$ cat src/rtl/argmax_onehot_expander.sv
// Expands one index per transaction into a serial DIM_SIZE-element one-hot row.
// Optional range-error flag on err_out is enabled by defining ONEHOT_RANGE_CHECK_EN.
module argmax_onehot_expander #(
  parameter int                DIM_SIZE   = 16,
  parameter int                DATA_W     = 32,
  parameter logic [DATA_W-1:0] HOT_VALUE  = 32'h3F800000,
  parameter logic [DATA_W-1:0] COLD_VALUE = 32'h00000000
) (
  input  logic              clk,
  input  logic              rst_n,
  input  logic              valid_in,
  output logic              ready_in,
  input  logic [DATA_W-1:0] index_in,
  output logic              valid_out,
  input  logic              ready_out,
  output logic [DATA_W-1:0] output_data,
  output logic              last_out
`ifdef ONEHOT_RANGE_CHECK_EN
  ,
  output logic              err_out
`endif
);

  // state  | meaning
  // S_IDLE | no vector in flight, ready_in asserted
  // S_EMIT | streaming elements of the accepted index, cnt_q is the position
  typedef enum logic {S_IDLE, S_EMIT} state_t;

  localparam int CNT_W = (DIM_SIZE > 1) ? $clog2(DIM_SIZE) : 1;
  localparam logic [CNT_W-1:0] CNT_LAST = CNT_W'(DIM_SIZE - 1);

  state_t              state_q, state_d;
  logic [CNT_W-1:0]    cnt_q, cnt_d;
  logic [DATA_W-1:0]   idx_q, idx_d;

  logic emit;
  logic beat;
  logic accept;
  logic hot;

  always_ff @(posedge clk or negedge rst_n) begin
    if (!rst_n) begin
      state_q <= S_IDLE;
      cnt_q   <= '0;
      idx_q   <= '0;
    end else begin
      state_q <= state_d;
      cnt_q   <= cnt_d;
      idx_q   <= idx_d;
    end
  end

  // Element outputs depend on registered state only; ready_in is the sole
  // combinational path, letting the next index land on the last beat.
  always_comb begin
    emit        = (state_q == S_EMIT);
    hot         = (idx_q == DATA_W'(cnt_q));
    valid_out   = emit;
    last_out    = emit && (cnt_q == CNT_LAST);
    output_data = (emit && hot) ? HOT_VALUE : COLD_VALUE;
    ready_in    = (state_q == S_IDLE) || (emit && last_out && ready_out);
  end

`ifdef ONEHOT_RANGE_CHECK_EN
  always_comb begin
    err_out = emit && (idx_q >= DATA_W'(DIM_SIZE));
  end
`endif

  always_comb begin
    state_d = state_q;
    cnt_d   = cnt_q;
    idx_d   = idx_q;
    beat    = valid_out && ready_out;
    accept  = valid_in && ready_in;
    case (state_q)
      S_IDLE: begin
        if (accept) begin
          idx_d   = index_in;
          cnt_d   = '0;
          state_d = S_EMIT;
        end
      end
      S_EMIT: begin
        if (beat) begin
          if (last_out) begin
            cnt_d = '0;
            if (accept) begin
              idx_d = index_in;
            end else begin
              state_d = S_IDLE;
            end
          end else begin
            cnt_d = cnt_q + 1'b1;
          end
        end
      end
      default: begin
        state_d = S_IDLE;
        cnt_d   = '0;
      end
    endcase
  end

endmodule

$ cat config.mk
export PLATFORM = sky130hd
export DESIGN_NAME = argmax_onehot_expander
export DESIGN_NICKNAME = d
export VERILOG_FILES = /design/src/rtl/argmax_onehot_expander.sv
export SDC_FILE = /design/constraint.sdc
export NUM_CORES = 1
export LEC_CHECK = 0
export ABC_AREA = 1
export CAP_MARGIN = 40
export CORE_ASPECT_RATIO = 0.75
export CORE_MARGIN = 1
export CORE_UTILIZATION = 40
export CTS_BUF_LIST = sky130_fd_sc_hd__clkbuf_16
export CTS_CLUSTER_SIZE = 30
export DETAILED_ROUTE_END_ITERATION = 8
export HOLD_SLACK_MARGIN = 0.02
export PLACE_DENSITY = 0.72
export SYNTH_ARGS = -nofsm -noshare
export SYNTH_HDL_FRONTEND = slang
export SYNTH_SLANG_ARGS = --single-unit
export TNS_END_PERCENT = 5
$ cat constraint.sdc
create_clock -name clk -period 2.1 [get_ports clk]
set_input_delay 0.315 -clock clk [delete_from_list [all_inputs] [get_ports clk]]
set_output_delay 0.315 -clock clk [all_outputs]
set_load 0.005 [all_outputs]
Yosys cells after proc, flatten, opt, wreduce, memory -nomap -nowiden:

Index checks and enable logic that the tools add are counted.

* register bits: 37
* input port bits: 36
* output and inout port bits: 35

* reductions and logical operators: 9
* muxes and demuxes: 13
* eq/ne operators: 5
* bitwise gates (word level): 1
* add/sub/neg operators: 1

Operators with widths (count)
* 32-bit two-way mux: 3
* 32-bit one-hot mux with 2 select lines: 1
* 32-bit by 4-bit == test with 1-bit output: 1
* 30-bit two-way mux: 1
* 4-bit two-way mux: 3
* 4-bit one-hot mux with 2 select lines: 1
* 1-bit logical AND: 6
* 4-bit by 1-bit adder with 4-bit output (second input constant): 1
* 4-bit == test (second input constant): 1
* 2-bit inequality test (second input constant): 2
* 2-bit AND reduction: 2
* 1-bit two-way mux: 3
* 2-bit by 1-bit inequality test with 1-bit output (second input constant): 1
* 1-bit one-hot mux with 2 select lines: 1
* 1-bit logical OR: 1
* 1-bit NOT: 1

Logic depth before layout (Yosys ltp):

Gate-level depths: netlist of the first run.

* depth after elaboration: 10
* gate-level depth with buffers: 8
* gate-level depth less buffers: 7

Worst setup path before layout of the first run:

OpenSTA, ideal clock, no wires.

* path type: register to output
* start: register idx_q[28]
* end: output output_data[24]
* cell stages (with the launch flop): 6
* path buffers: 1
* required time: 1.785 ns
* slack: 0.454 ns
* data arrival time: 1.331 ns
* path through: dfrtp_1 or2_2 nor3_1 nand2_1 nor2_1 buf_4

* cells in the longest elaborated chain, start to end: 3

RTL lines
* start: declaration: RTL line 34 `logic [DATA_W-1:0] idx_q, idx_d;`
* start signal: assignment: RTL line 49 `idx_q <= idx_d;`
* 32-bit by 4-bit == test with 1-bit output: RTL line 57 `hot = (idx_q == DATA_W'(cnt_q));`
* 1-bit logical AND: RTL line 60 `output_data = (emit && hot) ? HOT_VALUE : COLD_VALUE;`
* 30-bit two-way mux: RTL line 60
* end: declaration: RTL line 16 `output logic [DATA_W-1:0] output_data,`

No other way between the ends.

Worst setup path after layout of the first run:

* start: register cnt_q[1]
* end: output ready_in

* cells in the longest elaborated chain, start to end: 5

RTL lines
* start: declaration: RTL line 33 `logic [CNT_W-1:0] cnt_q, cnt_d;`
* start signal: assignment: RTL line 48 `cnt_q <= cnt_d;`
* 4-bit == test: RTL line 59 `last_out = emit && (cnt_q == CNT_LAST);`
* 1-bit logical AND: RTL line 59
* 1-bit logical AND (2 in a row): RTL line 61 `ready_in = (state_q == S_IDLE) || (emit && last_out && ready_out);`
* 1-bit logical OR: RTL line 61
* end: declaration: RTL line 12 `output logic ready_in,`

No other way between the ends.

==> impl_metrics.json, run 1 <==
{
  "vias": 1556,
  "start_util_pct": 41.65,
  "end_kind": "output port",
  "ys_seq_area_share_pct": 45.62,
  "synth_area_sq_um": 2029,
  "cts.sinks": 37,
  "cp-startpoint": "cnt_q[1]",
  "drc": 10,
  "htreeDepth": 2,
  "core_area_sq_um": 4872,
  "first_pass_iters": 6,
  "p_leak_uw": 0.001373,
  "drt.antenna.violating_nets": 0,
  "syn_area_per_cell_sq_um": 7.836,
  "synthSimpleGateAreaFrac_pct": 30.27,
  "first_iter_violations": 111,
  "regArea_sq_um": 927.1,
  "period_needed_ns": 2.030,
  "routed_wl_um": 3827,
  "worst_setup_path_start_kind": "flip-flop",
  "violations": "design-rule violations",
  "cts_tree": "built",
  "cts_buffer_depth": 2,
  "rows": 22,
  "dpl.hpwl_um": 2702,
  "dieArea_sq_um": 5365,
  "synth_top_family_by_area": "simple AND/OR/NAND/NOR gates",
  "io_buffers": 45,
  "synth_area_leader_cell": "dfrtp_1",
  "syn_to_final_growth_pct": 24.41,
  "tightest_slew_ns": 0.8021,
  "fillers": 509,
  "grt_pass1_wl_um": 6437,
  "cp.required_ns": 1.78,
  "dp.cells": 351,
  "synthXorXnorAreaFrac_pct": 1.295,
  "yosysUniqueCellTypes": 22,
  "die_w_um": 84.25,
  "nets": 338,
  "synth_mux_area_share_pct": 0,
  "grt_use_total_pct": 15.74,
  "ir_worst_vdd_mv": 0.4464,
  "gp_congestion": 0.7432,
  "crit_type": "reg -> out",
  "synth_compound_area_share_pct": 1.973,
  "multi_input_area_sq_um": 807.0,
  "total_power_uw": 2702,
  "maxCapViolations": 0,
  "hold_viol": 0,
  "grt_overflow": 0,
  "ios": 71,
  "antenna_found_initial": 0,
  "maxSlewViolCount": 0,
  "synth_area_leaders": "dfrtp_1, nand2_1, buf_4, nand3_1, inv_1",
  "ys_ff_latch": 37,
  "rsz0062_at_grt": "false",
  "fin_skew_ns": 0.002642,
  "ff2ff_setup_slack_ns": 0.23,
  "synth_cells": 259,
  "max_freq_mhz": 492.7,
  "dieHeight_um": 63.69,
  "clock_latency_ns": 0.28,
  "slew_headroom_pct": 46.52,
  "final_cell_mix": "nand2_1, clkdlybuf4s50_1, dfrtp_1, nand3_1, inv_1",
  "arrival_ns": 1.71,
  "synth_top_area_share_pct": 45.62,
  "cts_buffers": 5,
  "grt_pass1_vias": 1462,
  "outcome": "complete, but fails checks",
  "fin_crit_sh_pct": 96.64,
  "synthAdderAreaFrac_pct": 0.6165,
  "path_max_fanout": 3,
  "yosysWarnings": 0,
  "hp-class": "in -> async",
  "layoutNonFillerInstCount": 361,
  "power_density_nw_per_um2": 1070,
  "final_common_cell": "nand2_1",
  "cts.reportedPaths.clkPinSlew_ns": 0.05,
  "root_buffer": "clkbuf_16",
  "wl_per_cell_um": 10.60,
  "layout-drive-gt1-share_pct": 6.977,
  "timing.rr.start": "cnt_q[1]",
  "n_antenna_cell": 0,
  "grt_max_degree": 38,
  "viasPerCell": 4.310,
  "setup_viol": 0
}
worst paths after layout:
check / end / cells after the start
min reg2reg: idx_q[31] / 2
min in group clk: idx_q[31] / 2
min: idx_q[21] / 1
max reg2reg: idx_q[11] / 7
max in group asynchronous: cnt_q[0] / 1
max: ready_in / 4
synthesized netlist by cell type:
| master | n |
|---|---|
| conb_1 | 1 |
| nand2_1 | 90 |
| buf_4 | 32 |
| buf_6 | 5 |
| o21ai_0 | 2 |
| nand2_4 | 1 |
| nand3_2 | 1 |
| nand3_1 | 35 |
| clkbuf_1 | 3 |
| ha_1 | 1 |
| o21ai_4 | 1 |
| or2_2 | 1 |
| nor3_1 | 1 |
| xor2_1 | 3 |
| a22o_1 | 1 |
| a21oi_1 | 1 |
| dfrtp_1 | 37 |
| inv_1 | 25 |
| nor2_1 | 15 |
| buf_2 | 1 |
| nand2_2 | 1 |
| and2_0 | 1 |
power breakdown:
group          internal (uW)  total, uW  switching, uW
Combinational            379        802            422
Sequential              1030       1220            193
Clock                    423        679            255
routing by layer:
metal / share of wire, % / routed length (um) / global-route usage [%]
met1: 47 / 1784 / 18.91
met2: 47 / 1800 / 26.54
met3: 4.5 / 173 / 3.801
met4: 1.8 / 69 / 7.759
met5: 0 / 0 / 0
critical path, stage by stage (launching register included):
cell	delay [ns]
dfrtp_1	0.40
ha_4	0.16
nand3_2	0.13
o21ai_4	0.22
clkdlybuf4s50_1	0.53
metrics by stage:
stage,instance area (sq um),TNS (ns),setup slack [ns],utilization [%],hold slack [ns]
2_1_floorplan,2120,0,0.4537,-,0.01941
3_3_place_gp,2357,0,0.07453,48.38,0.4476
3_5_place_dp,2357,0,0.02518,48.38,0.4569
4_1_cts,2491,-0.04671,-0.04671,51.13,0.1642
5_1_grt,2525,0,0.001340,51.82,0.2009
6_report,2525,0,0.07048,51.82,0.1233
sequential cells by signal (all words and copies together), names as in the netlist:
signal and cells:
idx_q 32, cnt_q 4, valid_out 1
kinds of logic (layout without fill, tap and decap cells):
logic type | count (synthesis) | after routing
DFF | 37 | 37
xor gates and xnor gates | 3 | 3
AOI/OAI and AO/OA | 5 | 5
and+or+nand+nor | 146 | 146
other | 1 | 25
adders and majority gates | 1 | 1
buffers and inverters | 66 | 84
repair_timing:
action                     4_1_cts  5_1_grt
cloned                           0        0
pin swaps                        2        1
setup endpoints to repair        8       30
gates resized for setup         10        2
setup buffers                    0        3
hold buffers                     0        0
cell type report:
cell class / count / share of cell area, %
Sequential cell: 37 / 36.72
Multi-Input combinational cell: 180 / 31.96
Timing Repair Buffer: 52 / 19.38
Clock buffer: 5 / 4.955
Inverter: 25 / 3.717
Tap cell: 60 / 2.973
Clock inverter: 2 / 0.2973
Power figures use the tool's default switching activity.
==> run 2: changes to the inputs <==
--- a/config.mk
+++ b/config.mk
@@ -13,6 +13,7 @@
 export CTS_BUF_LIST = sky130_fd_sc_hd__clkbuf_16
 export CTS_CLUSTER_SIZE = 30
 export DETAILED_ROUTE_END_ITERATION = 8
+export GPL_TIMING_DRIVEN = 0
 export HOLD_SLACK_MARGIN = 0.02
 export PLACE_DENSITY = 0.72
 export SYNTH_ARGS = -nofsm -noshare
==> constraint.sdc (replaced) <==
create_clock -name clk -period 2.5 [get_ports clk]
set_input_delay 0.375 -clock clk [delete_from_list [all_inputs] [get_ports clk]]
set_output_delay 0.375 -clock clk [all_outputs]
set_load 0.005 [all_outputs]
==> run 2 against run 1 <==
The flow still finishes with violations (design-rule violations). Combinational power fell by 16%. Worst hold slack improved by 0.073 ns. Global-route usage rose by 0.44 points. Via count rose by 7.1%. Design area rose by 11%. Clock power fell by 13%. Critical path type unchanged.
==> impl_metrics.json, run 2 (synthesized netlist as in run 1, its figures left out) <==
{
  "slew_headroom_pct": 44.67,
  "final_area_sq_um": 2791,
  "first_pass_iters": 6,
  "maxSlewViolCount": 0,
  "cp.required_ns": 2.12,
  "place_area_sq_um": 2630,
  "dieArea_sq_um": 5365,
  "cp-startpoint": "idx_q[28]",
  "period_needed_ns": 2.378,
  "cpMaxStageDelayCell": "clkdlybuf4s50_1",
  "fin_crit_sh_pct": 95.13,
  "ios": 71,
  "p_leak_uw": 0.001528,
  "rsz0062_at_grt": "false",
  "final_cell_mix": "nand2_1, clkdlybuf4s50_1, dfrtp_1, nand3_1, buf_4",
  "crit_chain": "or2_2 > nor3_2 > nand2_1 > nor2_4 > buf_4 > clkdlybuf4s50_1",
  "grt_max_degree": 38,
  "grt_use_total_pct": 16.18,
  "routed_wl_um": 3975,
  "cts_tree": "built",
  "syn_to_final_growth_pct": 37.55,
  "worstReg2RegEnd": "idx_q[0]",
  "antenna_found_initial": 0,
  "root_buffer": "clkbuf_16",
  "vias": 1666,
  "maxCapViolations": 0,
  "outcome": "complete, but fails checks",
  "cts_buffer_depth": 2,
  "path_max_fanout": 7,
  "dpl.hpwl_um": 2843,
  "ff2ff_setup_slack_ns": 0.85,
  "die_w_um": 84.25,
  "hold_buffers": 0,
  "drc": 8,
  "max_freq_mhz": 420.5,
  "worst_setup_path_start_kind": "flip-flop",
  "layout-drive-gt1-share_pct": 16.37,
  "grt_pass1_vias": 1498,
  "rows": 22,
  "largest_register_ffs": 32,
  "hp-class": "in -> async",
  "timing.rr.start": "cnt_q[0]",
  "cts.reportedPaths.clkPinSlew_ns": 0.05,
  "grt_pass1_wl_um": 6803,
  "setup_viol": 0,
  "dieHeight_um": 63.69,
  "end_kind": "output port",
  "n_antenna_cell": 0,
  "viasPerCell": 4.207,
  "layoutNonFillerInstCount": 396,
  "crit_type": "reg -> out",
  "start_util_pct": 41.65,
  "fin_skew_ns": 0.002923,
  "total_power_uw": 2295,
  "io_buffers": 44,
  "slowest_delay_ns": 0.49,
  "clock_latency_ns": 0.28,
  "power_density_nw_per_um2": 822.0,
  "top_register": "idx_q",
  "fillers": 463,
  "ir_worst_vdd_mv": 0.3844,
  "r2r.worst_path.cells": 8,
  "grt_overflow": 0,
  "final_common_cell": "nand2_1",
  "nets": 372,
  "core_area_sq_um": 4872,
  "hold_viol": 0,
  "fin_util_pct": 57.29,
  "fin_tns_setup_ns": 0,
  "dp.cells": 387,
  "htreeDepth": 2,
  "arrival_ns": 2.00,
  "cts_buffers": 5,
  "violations": "design-rule violations",
  "first_iter_violations": 86,
  "cts.sinks": 37,
  "wl_per_cell_um": 10.04,
  "gp_congestion": 0.7419,
  "drt.antenna.violating_nets": 0,
  "tightest_slew_ns": 0.8300,
  "worstSetupEndpoint": "output_data[24]"
}
run 2: cell count changes in the layout (fill, tap and decap cells not counted), moves of 2 or more:
cell | before | now
buf_4 | 7 | 33
buf_6 | 0 | 5
clkbuf_1 | 0 | 3
clkdlybuf4s50_1 | 37 | 43
clkinv_2 | 0 | 2
dlygate4sd2_1 | 7 | 0
run 2: layout make-up:
| cell class | instances | area, sq um | area share [%] |
|---|---|---|---|
| clock buffer | 5 | 125.1 | 4.482 |
| sequential | 37 | 925.9 | 33.17 |
| timing repair buffer | 45 | 442.9 | 15.87 |
| multi-input combinational | 180 | 802.0 | 28.73 |
| inverter | 25 | 93.84 | 3.362 |
| tap | 60 | 75.07 | 2.689 |
| clock inverter | 3 | 13.76 | 0.4931 |
| buffer | 41 | 312.8 | 11.21 |
run 2: timing repair:
item,in CTS,in global routing
resized for setup,2,2
setup buffers,1,0
pin swaps,1,2
endpoints found under the setup margin,8,6
run 2: stage by stage:
| stage | hold WS (ns) | setup slack (ns) |
|---|---|---|
| after floorplan | 0.07941 | 0.7937 |
| after global placement | 0.4489 | 0.1400 |
| after detailed placement | 0.4564 | 0.1359 |
| after CTS | 0.2185 | 0.04848 |
| after global routing | 0.2681 | 0.007830 |
| final | 0.1965 | 0.1217 |
run 2: power breakdown:
group,internal [uW],total (uW),switching (uW)
registers,862,1030,168
clock network,361,590,228
logic,324,675,351
total,1550,2290,747
run 2: worst min path at each step:
stage / from / endpoint / slack, ns / cells after the start
2_1_floorplan: rst_n / cnt_q[0] / 0.08 / 0
3_3_place_gp: idx_q[28] / idx_q[28] / 0.45 / 2
3_5_place_dp: idx_q[31] / idx_q[31] / 0.46 / 2
4_1_cts: rst_n / idx_q[14] / 0.22 / 1
5_1_grt: rst_n / idx_q[14] / 0.27 / 1
6_report: rst_n / idx_q[21] / 0.20 / 1
run 2: worst max-delay path: cells and delay by family, from the launching register on:
kind	cells	cell delay, ns
buf+inv	2	0.62
simple gates	4	0.74
flops	1	0.37
run 2: layer usage:
layer | track usage (%) | share of wire, % | up-vias
met3 | 3.932 | 5.0 | 7
met4 | 6.466 | 1.7 | 0
met1 | 22.35 | 49 | 732
met2 | 24.39 | 44 | 41
met5 | 0 | 0 | -
li1 | - | - | 886
